--- config.mk ---
export PLATFORM = sky130hd
export DESIGN_NAME = vault_flash_ctrl
export DESIGN_NICKNAME = d
export VERILOG_FILES = /design/src/rtl/vault_flash_ctrl.sv
export SDC_FILE = /design/constraint.sdc
export NUM_CORES = 1
export LEC_CHECK = 0
export CAP_MARGIN = 20
export CORE_AREA = 4 4 360 362
export DETAILED_ROUTE_END_ITERATION = 8
export DIE_AREA = 0 0 364 366
export DONT_BUFFER_PORTS = 1
export GPL_TIMING_DRIVEN = 0
export HOLD_SLACK_MARGIN = 0.1
export SYNTH_ARGS = -nofsm -noshare
export SYNTH_HDL_FRONTEND = slang
export SYNTH_SLANG_ARGS = --single-unit
--- constraint.sdc ---
create_clock -name clk -period 5.3 [get_ports clk]
set_clock_uncertainty 0.15 [all_clocks]
set_input_delay 0.795 -clock clk [delete_from_list [all_inputs] [get_ports clk]]
set_output_delay 0.795 -clock clk [all_outputs]
set_load 0.02 [all_outputs]
--- src/rtl/vault_flash_ctrl.sv ---
// vault_flash_ctrl: lookup/store controller scanning the 16-entry vault memory.
// Define VAULT_ERASE_EN to enable cmd_op 2 (erase); otherwise it is rejected as illegal.
module vault_flash_ctrl (
  input  logic         clk,
  input  logic         rst,
  input  logic         cmd_valid,
  output logic         cmd_ready,
  input  logic [1:0]   cmd_op,
  input  logic [127:0] cmd_account,
  input  logic [127:0] cmd_pw_enc,
  input  logic [3:0]   max_address,
  output logic [3:0]   mem_addr,
  output logic         mem_we,
  output logic [255:0] mem_wdata,
  input  logic [255:0] mem_rdata,
  output logic         rsp_valid,
  output logic [1:0]   rsp_status,
  output logic [127:0] rsp_pw_enc,
  output logic [3:0]   rsp_addr,
  output logic         busy
);
  typedef enum logic [2:0] {IDLE, RD, CMP, WR, RSP} state_t;
  state_t state_q, state_d;
  logic [1:0] op_q, op_d, st_q, st_d;
  logic [127:0] acc_q, acc_d, pw_q, pw_d, rpw_q, rpw_d;
  logic [3:0] max_q, max_d, ptr_q, ptr_d, slot_q, slot_d, addr_q, addr_d;
  logic ef_q, ef_d, we_q, we_d, legal_op, hit, empty, fill;
`ifdef VAULT_ERASE_EN
  assign legal_op = cmd_op != 2'd3;
`else
  assign legal_op = !cmd_op[1];
`endif
  assign hit = mem_rdata[255:128] == acc_q;
  assign empty = ~|mem_rdata[255:128];
  assign fill = ef_q || empty;
  always_comb begin
    state_d = state_q;
    op_d = op_q;
    acc_d = acc_q;
    pw_d = pw_q;
    rpw_d = rpw_q;
    max_d = max_q;
    ptr_d = ptr_q;
    slot_d = slot_q;
    addr_d = addr_q;
    ef_d = ef_q;
    we_d = we_q;
    st_d = st_q;
    case (state_q)
      IDLE: if (cmd_valid) begin
        op_d = cmd_op;
        acc_d = cmd_account;
        pw_d = cmd_pw_enc;
        max_d = max_address;
        ptr_d = '0;
        ef_d = 1'b0;
        we_d = 1'b0;
        rpw_d = '0;
        if (legal_op && |cmd_account) begin
          state_d = RD;
          addr_d = '0;
        end else begin
          state_d = RSP;
          st_d = 2'd3;
        end
      end
      RD: state_d = CMP;
      CMP: if (hit) begin
        state_d = op_q == 2'd0 ? RSP : WR;
        we_d = op_q != 2'd0;
        st_d = 2'd0;
        rpw_d = op_q == 2'd0 ? mem_rdata[127:0] : '0;
      end else if (ptr_q == max_q) begin
        // a store that misses always spends the WR slot, writing only if a hole was seen
        state_d = op_q == 2'd1 ? WR : RSP;
        we_d = op_q == 2'd1 && fill;
        st_d = op_q != 2'd1 ? 2'd1 : fill ? 2'd0 : 2'd2;
        addr_d = ef_q ? slot_q : ptr_q;
      end else begin
        state_d = RD;
        ptr_d = ptr_q + 4'd1;
        addr_d = ptr_q + 4'd1;
        ef_d = fill;
        slot_d = ef_q ? slot_q : ptr_q;
      end
      WR: state_d = RSP;
      RSP: state_d = IDLE;
      default: state_d = IDLE;
    endcase
  end
  always_ff @(posedge clk or negedge rst)
    if (!rst) begin
      state_q <= IDLE;
      op_q <= '0;
      acc_q <= '0;
      pw_q <= '0;
      rpw_q <= '0;
      max_q <= '0;
      ptr_q <= '0;
      slot_q <= '0;
      addr_q <= '0;
      ef_q <= 1'b0;
      we_q <= 1'b0;
      st_q <= '0;
    end else begin
      state_q <= state_d;
      op_q <= op_d;
      acc_q <= acc_d;
      pw_q <= pw_d;
      rpw_q <= rpw_d;
      max_q <= max_d;
      ptr_q <= ptr_d;
      slot_q <= slot_d;
      addr_q <= addr_d;
      ef_q <= ef_d;
      we_q <= we_d;
      st_q <= st_d;
    end
  assign cmd_ready = state_q == IDLE;
  assign busy = !cmd_ready;
  assign mem_addr = addr_q;
  assign mem_we = state_q == WR && we_q;
  assign mem_wdata = mem_we && op_q == 2'd1 ? {acc_q, pw_q} : '0;
  assign rsp_valid = state_q == RSP;
  assign rsp_status = rsp_valid ? st_q : 2'd0;
  assign rsp_pw_enc = rsp_valid ? rpw_q : '0;
  assign rsp_addr = rsp_valid && st_q == 2'd0 ? addr_q : 4'd0;
endmodule
* Word level (Yosys, flattened, before mapping)
Cells that the tools add are included.
** Storage, ports and cells
- Input port bits :: 521
- Flip-flop bits (word level) :: 409
- Logic and storage cells :: 92
** Operators by class
- Reductions and logical operators :: 23
- Add/sub/neg operators :: 1
- Bitwise operators :: 2
- Multiplexer cells :: 39
- Equal/unequal tests :: 15
** Operators by type and width (number)
- $mux 128 :: 4
- $mux 256 :: 1
- $pmux 128 s2 :: 1
- $reduce_or 128->1 :: 2
- $eq 128x128->1 :: 1
- $mux 4 :: 9
- $mux 3 :: 6
- $pmux 4 s2 :: 2
- $mux 2 :: 7
- $pmux 3 s4 :: 1
- $reduce_and 4->1 :: 3
- $ne 2x2->1 const B :: 5
- $reduce_and 3->1 :: 3
- $eq 3x2->1 const B :: 2
- $logic_and 1x1->1 :: 5
- $mux 1 :: 5
- $add 4x1->4 const B :: 1
- $eq 4x4->1 :: 1
- $logic_not 2->1 :: 2
- $ne 2x1->1 const B :: 2
- $pmux 1 s2 :: 2
- $pmux 2 s2 :: 1
- $reduce_bool 2->1 :: 2
- $eq 3x1->1 const B :: 1
- 8 further kinds :: 11

* Longest topological paths before layout
- Depth in word-level cells :: 8
- Depth in mapped cells :: 10
- Mapped depth without buffers :: 7

* Least setup slack after synthesis
OpenSTA, ideal clock, no wires.
- Path type :: in2reg
- Start :: input mem_rdata[202]
- End :: register rpw_q[107]
- Required time :: 5071 ps
- Setup time :: 79 ps
- Setup slack :: 2599 ps
- Stages :: 10
- Arrival time :: 2472 ps
- Path through :: xnor2_1 > nand4_1 > nor4_1 > nand4_1 > or2_1 > buf_6 > o21ai_4 > buf_6 > buf_8 > mux2i_1
** Between the ends
- Cells in the longest elaborated chain, start to end :: 3
** Ends and longest elaborated chain
- start: declaration :: RTL line 15 : input logic [255:0] mem_rdata,
- $eq 128x128->1 :: RTL line 33 : assign hit = mem_rdata[255:128] == acc_q;
- $ne 2x2->1 (no line)
- $reduce_and 3->1 (no line)
- end signal: assignment :: RTL line 110 : rpw_q <= rpw_d;
- end: declaration :: RTL line 25 : logic [127:0] acc_q, acc_d, pw_q, pw_d, rpw_q, rpw_d;
Every way passes these cells.
A chain may end at the register's enable or synchronous reset.

* Worst setup path in the final report
- Start :: register op_q[1]
- End :: output mem_wdata[130]
** Between the ends
- Cells in the longest elaborated chain, start to end :: 3
** Ends and longest elaborated chain
- start: declaration :: RTL line 24 : logic [1:0] op_q, op_d, st_q, st_d;
- start signal: assignment :: RTL line 107 : op_q <= op_d;
- $eq 2x1->1 :: RTL line 123 : assign mem_wdata = mem_we && op_q == 2'd1 ? {acc_q, pw_q} : '0;
- $logic_and 1x1->1 :: RTL line 123
- $mux 256 :: RTL line 123
- end: declaration :: RTL line 14 : output logic [255:0] mem_wdata,
Every way passes these cells.

==> flow_summary_export.csv <==
group,metric,value,unit
outcome,status,"finished, violations left",
outcome,violations,"negative hold slack",
synth,yosys_warnings,0,
run,drv_cap,0,
synth,syn_nets,3007,
placed_design,placedInstanceArea,0.02351,mm2
drt,drt_first_pass_iters,6,
placed_design,place_ws,0.8479,ns
floorplan,die_area,0.1332,mm2
floorplan,die_h,366,um
drt,routed-via-count,20350,
placed_design,dpl.cell_count,4163,
timing,tightest_slew,1.370,ns
critical_path,rrSetupSlack,0.88,ns
synth,yosys-top-cells-area,"dfrtp_1, nand2_1, and3_1",
synth,ys_types,37,
clock_tree,cts.sinks,409,
clock_tree,htreeDepth,2,
critical_path,crit_path_max_fanout,11,
timing,hold_violations,311,
grt,grt_max_degree,410,
placed_design,portBuffers,0,
timing,relSlewSlack,0.07993,
power_and_ir_drop,power,14.38,mW
timing,worst_hold_slack,-0.2872,ns
clock_tree,post_cts_buffers,0,
grt,grt_pass1_wl,167.7,mm
synth,ys.flop_type,"dfrtp_1",
layout,syn_to_final_growth,31.38,%
timing,period_needed,4.874,ns
synth,synth_top_area_share,0.4818,
clock_tree,tritoncts,"yes",
critical_path,endpoint_kind,"primary output",
critical_path,r2r_cells,10,
timing,rsz0062_at_grt,"false",
synth,syn_inst,2485,
synth,async_flop_share,1.000,
critical_path,crit_type,"reg2out",
timing,fin_setup_tns,0,ns
grt,grt.total_usage,0.1788,
power_and_ir_drop,ir_drop,315.1,uV
timing,max_freq,205.2,MHz
floorplan,num_rows,131,
drt,first_iter_violations,2029,
grt,antenna_found_initial,30,
grt,grt-ovfl-total,0,
critical_path,worst_setup_path_start_kind,"register",
layout,drive_gt1_frac,0.04832,
critical_path,cp_data_arrival_time,3.93,ns
drt,ant_nets,0,
layout,fin_cells,4538,
timing,setup_viol,0,
grt,grt_pass1_vias,20570,
timing,fin_ws,0.4257,ns
synth,synth_top_area_cell,"dfrtp_1",
layout,fin_util,0.2203,
synth,netlist_area,0.02124,mm2
floorplan,boundaryPins,919,
clock_tree,cts_buffer_depth,3,
drt,vias_per_cell,4.484,
clock_tree,holdBufCountCts,257,
floorplan,start_util,0.1677,
synth,ys_ff_latch,409,
floorplan,core_area,0.1267,mm2
floorplan,die_w,364,um
placed_design,gp_congestion,0.9903,
timing,finalMaxSlewViolations,0,
clock_tree,cts.clk_slew.worst_paths,0.07,ns
drt,wl_per_cell,27.40,um
layout,nNetsFinal,3339,
synth,synth.avg_cell_area,8.548,um2
drt,wl,124.4,mm
drt,drc,0,
critical_path,worst_ep_required_time,4.36,ns
timing,finalCritPeriodShare,0.9197,
placed_design,hpwl,99.69,mm
synth,yosysSeqAreaShare,0.4818,
clock_tree,postCtsResizedCells,0,
clock_tree,cts_root_buf,"clkbuf_16",
power_and_ir_drop,p_leak,13.01,nW
clock_tree,cts_buffers,53,
layout,final_area,0.02791,mm2
min_path,hold_path_class,"in2async",
power_and_ir_drop,p_per_area,515.1,mW/mm2
clock_tree,clock_latency,0.63,ns
synth,synth_edf_count,0,
==> state kept, by name, summed over array words and instances, names as in the netlist <==
signal / cells
mem_addr: 4
rpw_q: 128
max_q: 4
ptr_q: 4
slot_q: 4
pw_q: 128
acc_q: 128
st_q: 2
state_q: 3
op_q: 2
we_q: 1
ef_q: 1
==> where the power goes <==
group,internal [mW],switching [mW],leakage [nW]
Sequential,4.33,1.15,5.25
Combinational,1.70,3.48,6.90
Clock,2.18,1.53,0.854
Total,8.22,6.16,13.0
==> cell usage in the layout (no fill, tap or decap), drive strengths merged, types with 5 or more instances in the layout <==
master       count
nand4           52
and3           257
nand2b           6
inv            135
and2           137
nor2            12
clkbuf         204
mux2i          137
dlygate4sd3    257
buf             48
nor4            77
nand2          925
xnor2          132
clkinv          12
diode           20
dfrtp          409
clkinvlp         5
o21ai           11
a21oi            8
==> worst max-delay path: stages (launching register included) <==
cell	delay [ns]
dfrtp_1	0.50
nor2b_1	0.15
clkbuf_1	0.83
clkbuf_1	0.78
clkbuf_1	0.54
and3_1	0.47
==> Yosys cell counts (4+ instances only) <==
library cell	instances
nand2_1	925
nand2b_1	6
buf_12	11
nand3_1	4
nor2_1	12
clkbuf_1	133
and3_1	257
o21ai_0	10
and2_1	137
buf_2	12
dfrtp_1	409
nor3_1	4
xnor2_1	132
mux2_1	4
nand4_1	52
a21oi_1	8
mux2i_1	137
inv_1	133
nor4_1	77
==> path summary, 6_finish.rpt <==
path,end,from
setup / recovery,mem_wdata[130],op_q[1]$_DFFE_PN0P_
hold / removal,acc_q[82]$_DFFE_PN0P_,rst
setup reg to reg,rpw_q[32]$_DFFE_PN0P_,acc_q[10]$_DFFE_PN0P_
hold reg to reg,pw_q[4]$_DFFE_PN0P_,pw_q[4]$_DFFE_PN0P_
max in group asynchronous,pw_q[73]$_DFFE_PN0P_,rst
min in group clk,rpw_q[120]$_DFFE_PN0P_,mem_rdata[120]
==> cell families (layout without fill, tap and decap cells) <==
family,count (synthesis),in the layout,synth area share
flops,409,409,0.4818
fa+ha+maj,1,1,0.0005889
compound gates,28,28,0.008424
simple gates,1480,1480,0.3252
other cells,0,20,0
mux,141,141,0.06667
buf+inv,294,665,0.06285
xor+xnor,132,132,0.05442
==> per-layer routing <==
| metal | share of wire | wire length (um) | vias to the layer above | track usage |
|---|---|---|---|---|
| li1 | - | - | 8681 | - |
| met1 | 0.42 | 51700 | 10140 | 0.2301 |
| met2 | 0.43 | 52940 | 1283 | 0.2675 |
| met3 | 0.12 | 14970 | 234 | 0.07420 |
| met4 | 0.038 | 4684 | 8 | 0.06416 |
| met5 | 0.00044 | 55 | - | 0 |
==> final cells by class <==
type | count | area [um2]
diodes | 20 | 50.05
plain buffers | 161 | 837.1
clock buffers | 71 | 1506
clock inverters | 23 | 252.7
fillers | 13940 | 98790
inverters | 133 | 499.2
multi-input cells | 1782 | 9691
flip-flops and latches | 409 | 10230
well taps | 1662 | 2079
repair buffers | 277 | 2758
Power figures use the tool's default switching activity.
